$ cat src/rtl/fns_cfg_scheduler_pkg.sv
// fns_cfg_scheduler_pkg: shared defaults, FSM state type and reference weights.
// Latency: n/a (types and constants only).
// Backpressure: n/a.
package fns_cfg_scheduler_pkg;

  // Default geometry of the 9-TSV FNS coder.
  localparam int FNS_N_TSV  = 9;
  localparam int FNS_WGT_W  = 7;
  localparam int FNS_DATA_W = 7;

  // Weights produced when every TSV is enabled (Fibonacci 1,1,2,3,...).
  localparam int FNS_REF_WGT [FNS_N_TSV] = '{1, 1, 2, 3, 5, 8, 13, 21, 34};

  typedef enum logic [1:0] {
    ST_IDLE  = 2'd0,  // no configuration committed yet
    ST_CALC  = 2'd1,  // weights being recomputed
    ST_READY = 2'd2   // configuration valid, data may flow
  } sched_state_t;

endpackage

$ cat src/rtl/fns_cfg_scheduler_if.sv
// fns_cfg_scheduler_if: config request, committed coder settings and data handshake.
// Latency: n/a (wires only).
// Backpressure: cfg_ready / in_ready driven by the scheduler (slave side).
// Ports: cfg_valid/cfg_mask/cfg_ready, busy, done, en_flag, wgt_flat, cap_max,
//        in_valid/in_data/in_ready, out_valid/out_data, range_err.
interface fns_cfg_scheduler_if
  import fns_cfg_scheduler_pkg::*;
#(
  parameter int N_TSV  = FNS_N_TSV,
  parameter int WGT_W  = FNS_WGT_W,
  parameter int DATA_W = FNS_DATA_W
);
  logic                     cfg_valid;
  logic [N_TSV-1:0]         cfg_mask;
  logic                     cfg_ready;
  logic                     busy;
  logic                     done;
  logic [N_TSV-1:0]         en_flag;
  logic [N_TSV*WGT_W-1:0]   wgt_flat;
  logic [WGT_W-1:0]         cap_max;
  logic                     in_valid;
  logic [DATA_W-1:0]        in_data;
  logic                     in_ready;
  logic                     out_valid;
  logic [DATA_W-1:0]        out_data;
  logic                     range_err;

  // Fault-management / data source side.
  modport master (
    output cfg_valid, cfg_mask, in_valid, in_data,
    input  cfg_ready, busy, done, en_flag, wgt_flat, cap_max,
           in_ready, out_valid, out_data, range_err
  );

  // Scheduler side.
  modport slave (
    input  cfg_valid, cfg_mask, in_valid, in_data,
    output cfg_ready, busy, done, en_flag, wgt_flat, cap_max,
           in_ready, out_valid, out_data, range_err
  );
endinterface

$ cat src/rtl/fns_cfg_scheduler_weight_iter.sv
// fns_weight_iter: iterative Fibonacci weight builder, one TSV index per cycle.
// Latency: N_TSV cycles from start_i; done_o is high during the last index cycle.
// Backpressure: none; start_i is only honoured by the caller when idle.
// Ports: clock, reset, start_i, mask_i -> done_o, wgt_o (flat, final value
//        of the current index merged in), sum_o (running sum incl. current index).
module fns_weight_iter #(
  parameter int N_TSV = 9,
  parameter int WGT_W = 7
) (
  input  logic                   clock,
  input  logic                   reset,
  input  logic                   start_i,
  input  logic [N_TSV-1:0]       mask_i,
  output logic                   done_o,
  output logic [N_TSV*WGT_W-1:0] wgt_o,
  output logic [WGT_W-1:0]       sum_o
);
  localparam int IDX_W = (N_TSV > 1) ? $clog2(N_TSV) : 1;
  localparam logic [IDX_W-1:0] IDX_LAST = IDX_W'(N_TSV - 1);

  logic                 active_q;
  logic [IDX_W-1:0]     idx_q;
  logic [N_TSV-1:0]     mask_q;
  logic [WGT_W-1:0]     fib_prev_q;
  logic [WGT_W-1:0]     fib_cur_q;
  logic [WGT_W-1:0]     acc_q;
  logic [WGT_W-1:0]     work_w_q [N_TSV];

  logic                 take;
  logic [WGT_W-1:0]     step_w;

  assign take   = mask_q[idx_q];
  assign step_w = take ? fib_cur_q : '0;
  assign done_o = active_q && (idx_q == IDX_LAST);
  // Include the current step so the caller can commit in the same edge.
  assign sum_o  = acc_q + step_w;

  always_comb begin
    wgt_o = '0;
    for (int i = 0; i < N_TSV; i++) begin
      if (active_q && (idx_q == IDX_W'(i)))
        wgt_o[i*WGT_W +: WGT_W] = step_w;
      else
        wgt_o[i*WGT_W +: WGT_W] = work_w_q[i];
    end
  end

  always_ff @(posedge clock) begin
    if (reset || start_i) begin
      active_q   <= start_i && !reset;
      idx_q      <= '0;
      mask_q     <= reset ? '0 : mask_i;
      fib_prev_q <= '0;
      fib_cur_q  <= WGT_W'(1);
      acc_q      <= '0;
      for (int i = 0; i < N_TSV; i++) work_w_q[i] <= '0;
    end else if (active_q) begin
      work_w_q[idx_q] <= step_w;
      acc_q           <= sum_o;
      // Disabled TSVs do not consume a Fibonacci term.
      if (take) begin
        fib_prev_q <= fib_cur_q;
        fib_cur_q  <= fib_cur_q + fib_prev_q;
      end
      if (done_o) active_q <= 1'b0;
      else        idx_q    <= idx_q + IDX_W'(1);
    end
  end
endmodule

$ cat src/rtl/fns_cfg_scheduler.sv
// fns_cfg_scheduler: accepts a TSV mask, builds Fibonacci weights, commits them
//   atomically to the FNS coder and gates coder input data with a range check.
// Latency: config commit N_TSV cycles after fire (done one cycle later); data 1 cycle.
// Backpressure: cfg_ready low in CALC; in_ready low unless READY and no cfg_valid.
// Ports: clock, reset (sync, active-high), bus (slave modport of fns_cfg_scheduler_if).
module fns_cfg_scheduler
  import fns_cfg_scheduler_pkg::*;
#(
  parameter int N_TSV  = FNS_N_TSV,
  parameter int WGT_W  = FNS_WGT_W,
  parameter int DATA_W = FNS_DATA_W
) (
  input  logic                clock,
  input  logic                reset,
  fns_cfg_scheduler_if.slave  bus
);
  localparam int CMP_W = (WGT_W > DATA_W) ? WGT_W : DATA_W;

  sched_state_t           state_q;
  logic                   busy_q;
  logic                   done_q;
  logic [N_TSV-1:0]       pend_mask_q;
  logic [N_TSV-1:0]       en_q;
  logic [N_TSV*WGT_W-1:0] wgt_q;
  logic [WGT_W-1:0]       cap_q;
  logic                   out_valid_q;
  logic [DATA_W-1:0]      out_data_q;
  logic                   range_err_q;

  logic                   cfg_rdy;
  logic                   in_rdy;
  logic                   cfg_fire;
  logic                   data_acc;
  logic                   in_range;
  logic                   iter_done;
  logic [N_TSV*WGT_W-1:0] iter_wgt;
  logic [WGT_W-1:0]       iter_sum;

  assign cfg_rdy  = (state_q != ST_CALC);
  // A pending config request blocks data in the same cycle.
  assign in_rdy   = (state_q == ST_READY) && !bus.cfg_valid;
  assign cfg_fire = bus.cfg_valid && cfg_rdy;
  assign data_acc = bus.in_valid && in_rdy;
  assign in_range = CMP_W'(bus.in_data) <= CMP_W'(cap_q);

  fns_weight_iter #(.N_TSV(N_TSV), .WGT_W(WGT_W)) u_iter (
    .clock   (clock),
    .reset   (reset),
    .start_i (cfg_fire),
    .mask_i  (bus.cfg_mask),
    .done_o  (iter_done),
    .wgt_o   (iter_wgt),
    .sum_o   (iter_sum)
  );

  // FSM plus commit registers; committed outputs only change on the final
  // CALC edge so the coder never sees a half-built weight set.
  always_ff @(posedge clock) begin
    if (reset) begin
      state_q     <= ST_IDLE;
      busy_q      <= 1'b0;
      done_q      <= 1'b0;
      pend_mask_q <= '0;
      en_q        <= '0;
      wgt_q       <= '0;
      cap_q       <= '0;
    end else begin
      done_q <= 1'b0;
      case (state_q)
        ST_IDLE, ST_READY: begin
          if (cfg_fire) begin
            state_q     <= ST_CALC;
            busy_q      <= 1'b1;
            pend_mask_q <= bus.cfg_mask;
          end
        end
        ST_CALC: begin
          if (iter_done) begin
            state_q <= ST_READY;
            busy_q  <= 1'b0;
            done_q  <= 1'b1;
            en_q    <= pend_mask_q;
            wgt_q   <= iter_wgt;
            cap_q   <= iter_sum;
          end
        end
        default: state_q <= ST_IDLE;
      endcase
    end
  end

  // Data path: out_data holds its last passed word when nothing is emitted.
  always_ff @(posedge clock) begin
    if (reset) begin
      out_valid_q <= 1'b0;
      out_data_q  <= '0;
      range_err_q <= 1'b0;
    end else if (data_acc && in_range) begin
      out_valid_q <= 1'b1;
      out_data_q  <= bus.in_data;
      range_err_q <= 1'b0;
    end else begin
      out_valid_q <= 1'b0;
      range_err_q <= data_acc;  // accepted but over capacity: dropped
    end
  end

  assign bus.cfg_ready = cfg_rdy;
  assign bus.in_ready  = in_rdy;
  assign bus.busy      = busy_q;
  assign bus.done      = done_q;
  assign bus.en_flag   = en_q;
  assign bus.wgt_flat  = wgt_q;
  assign bus.cap_max   = cap_q;
  assign bus.out_valid = out_valid_q;
  assign bus.out_data  = out_data_q;
  assign bus.range_err = range_err_q;
endmodule

$ cat src/flat_wrapper.sv
// flat-port wrapper written by rule: the top's interface ports become plain ports
module fns_cfg_scheduler_flat import fns_cfg_scheduler_pkg::*;
#(
  parameter int N_TSV  = FNS_N_TSV,
  parameter int WGT_W  = FNS_WGT_W,
  parameter int DATA_W = FNS_DATA_W
)
  (clock, reset, bus_cfg_valid, bus_cfg_mask, bus_in_valid, bus_in_data, bus_cfg_ready, bus_busy, bus_done, bus_en_flag, bus_wgt_flat, bus_cap_max, bus_in_ready, bus_out_valid, bus_out_data, bus_range_err);
  fns_cfg_scheduler_if #(.N_TSV(N_TSV), .WGT_W(WGT_W), .DATA_W(DATA_W)) bus_i ();
  input  logic clock;
  input  logic reset;
  input wire logic [$bits(bus_i.cfg_valid)-1:0] bus_cfg_valid;
  input wire logic [$bits(bus_i.cfg_mask)-1:0] bus_cfg_mask;
  input wire logic [$bits(bus_i.in_valid)-1:0] bus_in_valid;
  input wire logic [$bits(bus_i.in_data)-1:0] bus_in_data;
  output wire logic [$bits(bus_i.cfg_ready)-1:0] bus_cfg_ready;
  output wire logic [$bits(bus_i.busy)-1:0] bus_busy;
  output wire logic [$bits(bus_i.done)-1:0] bus_done;
  output wire logic [$bits(bus_i.en_flag)-1:0] bus_en_flag;
  output wire logic [$bits(bus_i.wgt_flat)-1:0] bus_wgt_flat;
  output wire logic [$bits(bus_i.cap_max)-1:0] bus_cap_max;
  output wire logic [$bits(bus_i.in_ready)-1:0] bus_in_ready;
  output wire logic [$bits(bus_i.out_valid)-1:0] bus_out_valid;
  output wire logic [$bits(bus_i.out_data)-1:0] bus_out_data;
  output wire logic [$bits(bus_i.range_err)-1:0] bus_range_err;
  assign bus_i.cfg_valid = bus_cfg_valid;
  assign bus_i.cfg_mask = bus_cfg_mask;
  assign bus_i.in_valid = bus_in_valid;
  assign bus_i.in_data = bus_in_data;
  assign bus_cfg_ready = bus_i.cfg_ready;
  assign bus_busy = bus_i.busy;
  assign bus_done = bus_i.done;
  assign bus_en_flag = bus_i.en_flag;
  assign bus_wgt_flat = bus_i.wgt_flat;
  assign bus_cap_max = bus_i.cap_max;
  assign bus_in_ready = bus_i.in_ready;
  assign bus_out_valid = bus_i.out_valid;
  assign bus_out_data = bus_i.out_data;
  assign bus_range_err = bus_i.range_err;
  fns_cfg_scheduler #(.N_TSV(N_TSV), .WGT_W(WGT_W), .DATA_W(DATA_W)) u_core (.clock(clock), .reset(reset), .bus(bus_i));
endmodule
$ cat config.mk
export PLATFORM = sky130hd
export DESIGN_NAME = fns_cfg_scheduler_flat
export DESIGN_NICKNAME = d
export VERILOG_FILES = /design/src/rtl/fns_cfg_scheduler_pkg.sv /design/src/rtl/fns_cfg_scheduler_if.sv /design/src/rtl/fns_cfg_scheduler_weight_iter.sv /design/src/rtl/fns_cfg_scheduler.sv /design/src/flat_wrapper.sv
export SDC_FILE = /design/constraint.sdc
export NUM_CORES = 1
export LEC_CHECK = 0
export ABC_AREA = 1
export CORE_UTILIZATION = 47
export DETAILED_ROUTE_END_ITERATION = 7
export HOLD_SLACK_MARGIN = 0.06
export PLACE_DENSITY = 0.67
export SKIP_LAST_GASP = 1
export SYNTH_ARGS = -nofsm -noshare
export SYNTH_HDL_FRONTEND = slang
export SYNTH_HIERARCHICAL = 1
export SYNTH_SLANG_ARGS = --single-unit
$ cat constraint.sdc
create_clock -name clock -period 3.6 [get_ports clock]
set_input_delay 0.36 -clock clock [delete_from_list [all_inputs] [get_ports clock]]
set_output_delay 0.36 -clock clock [all_outputs]
set_load 0.005 [all_outputs]
==> flow_summary_export.csv <==
group,metric,value,unit
detailed_routing,vias,7183,
clocking,cts_num_sinks,199,
setup_path,cp-end-kind,"flop",
yosys,ys_warn_count,6,
sta,fmax,333,MHz
finish,syn_to_final_growth,19.2,%
sta,period_share,0.833,
hold_path,hold_path.class,"input port to flop",
placement,dp_hpwl,13.3,mm
setup_path,worst_r2r_path_depth,19,
sta,finalSetupTns,0,ns
detailed_routing,dr.pass1.iters,5,
pwr,p_seq_frac,0.519,
clocking,clockRootBuffer,"clkbuf_16",
sta,rsz0062_at_grt,"no",
finish,nFillCells,1691,
global_routing,grtUsageTotal,0.215,
die,io_pins,112,
die,die_w,140,um
global_routing,grt.overflow.total,0,
global_routing,grt_pass1_wl,33.4,mm
outcome,status,"finished, final reports clean",
pwr,p_total,4.68,mW
pwr,ir_drop,0.343,mV
global_routing,grt_max_degree,75,
detailed_routing,drt_iter0_drc,530,
finish,layout.nets,1176,
setup_path,cp.arrival,3.30,ns
detailed_routing,ant_nets,0,
hold_path,hold_depth,2,
setup_path,cpPeakStageDelay,0.48,ns
finish,final_area,10700,um^2
sta,worstMarginPinSlew,0.929,ns
die,rows,50,
global_routing,use_met1,0.310,
sta,final_hold_viol_count,0,
setup_path,crit_type,"flop to flop",
sta,max-slew-margin-rel,0.380,
clocking,cts_resized,0,
finish,n_antenna_cell,0,
clocking,cts_htree_levels,4,
flow_run,cap_violations,0,
placement,gp_congestion,0.848,
die,dieHeight,140,um
global_routing,grtUsageMet2,0.330,
setup_path,cp_cell_sequence,"inv_1 -> nand2_1 -> nand2_1 -> a21oi_1 -> nand2_4 -> nand2_8 -> inv_4 -> nand2_4 -> inv_1 -> ha_1 -> a21oi_1 -> nand2_1 -> nand2_1 -> nand2_1 -> a21oi_1 -> or2_2 -> nand2_1 -> o21ai_0 -> a21oi_1",
yosys,syn_inst,1057,
yosys,avgSynthCellArea,8.48,um^2
sta,fin_worst_skew,0.00659,ns
setup_path,worstPathRequired,3.90,ns
clocking,clk_path_buf_depth,2,
sta,setup_viol,0,
detailed_routing,drc_errors,0,
clocking,cts_buffers,17,
yosys,ys_seq_area_frac,0.525,
pwr,p_switching,1.14,mW
sta,period_needed,3.00,ns
pwr,p_leak,3.96,nW
pwr,clockPowerShare,0.408,
yosys,ys_types,35,
die,die_area,19600,um^2
pwr,p_per_area,438,nW/um^2
finish,fin_util,0.571,
setup_path,cpMostUsedCell,"nand2_1",
global_routing,grt_antenna_before_repair,0,
sta,drv_slew,0,
sta,whs,0.208,ns
placement,portBuffers,111,
setup_path,critPathSlowestCell,"dfxtp_1",
setup_path,crit_fanout,19,
die,initial_core_util,0.479,
clocking,cts_setup_buffers,0,
clocking,path_clk_slew,0.07,ns
finish,drive_above_1_share,0.0752,
pwr,switching_share,0.244,
clocking,cts_tree,"yes",
yosys,synth_area,8960,um^2
global_routing,met3_usage,0.0369,
die,core,18700,um^2
global_routing,grt_busiest_layer,"met2",
yosys,syn-num-nets,1102,
placement,dpl_cell_area,10100,um^2
global_routing,grt_pass1_vias,6497,
detailed_routing,wl_per_cell,14.8,um
yosys,synth-seq-cells,199,
setup_path,start_kind,"flop",
clocking,hold_buffers,0,
detailed_routing,via_per_inst,5.21,
clocking,clock_latency,0.43,ns
pwr,combPwrFrac,0.073,
pwr,internal_power,3.54,mW
detailed_routing,drt-total-wl,20.4,mm
[cells by family (layout without fill, tap and decap cells)]
kind of cell             count (synthesis)  after routing  synth area share
AO/OA/AOI/OAI                          203            203             0.114
buffers and inverters                  149            236            0.0744
flip-flops                             199            199             0.525
adder cells (fa/ha/maj)                 25             25            0.0366
AND/OR/NAND/NOR                        471            471             0.241
XOR/XNOR                                10             10           0.00977
[worst paths after layout]
check	startpoint	to	slack, ns
max	u_core/u_iter/idx_q[0]	u_core/bus.cap_max[5]	0.60
min	reset	u_core/bus.wgt_flat[62]	0.21
max reg2reg	u_core/u_iter/idx_q[0]	u_core/bus.cap_max[5]	0.60
min reg2reg	u_core/bus.en_flag[5]	u_core/bus.en_flag[5]	0.46
[state kept, by name (all words and copies together), names as in the netlist, 2 cells and up]
register,count
u_core/bus.wgt_flat,63
u_core/bus.en_flag,9
u_core/u_iter/idx_q,4
u_core/u_iter/acc_q,7
u_core/u_iter/fib_prev_q,7
u_core/pend_mask_q,9
u_core/bus.out_data,7
u_core/u_iter/mask_q,9
u_core/u_iter/work_w_q,63
u_core/u_iter/fib_cur_q,7
u_core/state_q,2
u_core/bus.cap_max,7
[layer usage]
metal | vias up | wire length, um
met5 | - | 0
met4 | 0 | 241
met3 | 16 | 931
met2 | 170 | 9020
met1 | 3334 | 10200
li1 | 3663 | -
[layout make-up]
| class | count | area, um^2 | share of cell area |
|---|---|---|---|
| clock buffers | 17 | 425 | 0.0398 |
| clock inverters | 15 | 166 | 0.0156 |
| inverters | 82 | 310 | 0.0290 |
| multi-input cells | 709 | 3600 | 0.337 |
| flip-flops and latches | 199 | 4700 | 0.440 |
| well taps | 234 | 293 | 0.0274 |
| repair buffers | 122 | 1190 | 0.111 |
[metrics by stage]
stage | std cells | setup WS, ns
2_1_floorplan | 1057 | 0.978
3_3_place_gp | 1346 | 0.768
3_5_place_dp | 1346 | 0.666
4_1_cts | 1378 | 0.615
5_1_grt | 1378 | 0.304
6_report | 1378 | 0.600
[critical path, delay by kind of cell (launching register included)]
family,cells,cell delay (ns)
AOI/OAI and AO/OA,5,0.75
adders and majority gates,1,0.34
buffers and inverters,3,0.32
DFF,1,0.48
and+or+nand+nor,10,0.96
[cell usage in the layout (no fill, tap or decap), types with 7 or more instances in the layout]
cell,Yosys,routed
nor3_1,23,23
ha_1,23,23
a21oi_1,108,108
nor2_1,88,87
inv_2,9,9
inv_1,68,68
nand3_1,99,99
nor2_4,6,7
buf_4,11,11
clkbuf_16,0,17
dfxtp_1,127,127
clkdlybuf4s50_1,0,110
nand2_1,217,217
xor2_1,9,9
nor3_2,11,11
edfxtp_1,72,72
o21ai_0,87,87
nand4_1,12,12
[synthesized netlist by cell type, drive strengths merged]
master  count  area, um^2
a21oi     108         541
a31oi       1        6.26
buf        38         248
clkbuf     29         109
clkinv      4        15.0
dfxtp     127        2540
edfxtp     72        2160
fa          2        40.0
ha         23         288
inv        78         295
nand2     226         905
nand3     101         516
nand3b      1        7.51
nand4      12        75.1
nor2       96         424
nor3       34         225
o21a        1        7.51
o21ai      93         465
or2         1        6.26
xnor2       1        8.76
xor2        9        78.8
[power by group through the flow]
stage               registers, mW  clock network, mW  logic, mW
floorplan                    2.47                  0      0.252
detailed placement           2.48                  0      0.339
global route                 2.44               2.03      0.380
CTS                          2.43               1.95      0.340
global placement             2.48                  0      0.333
finish                       2.43               1.91      0.340
(Power assumes the default switching activity.)
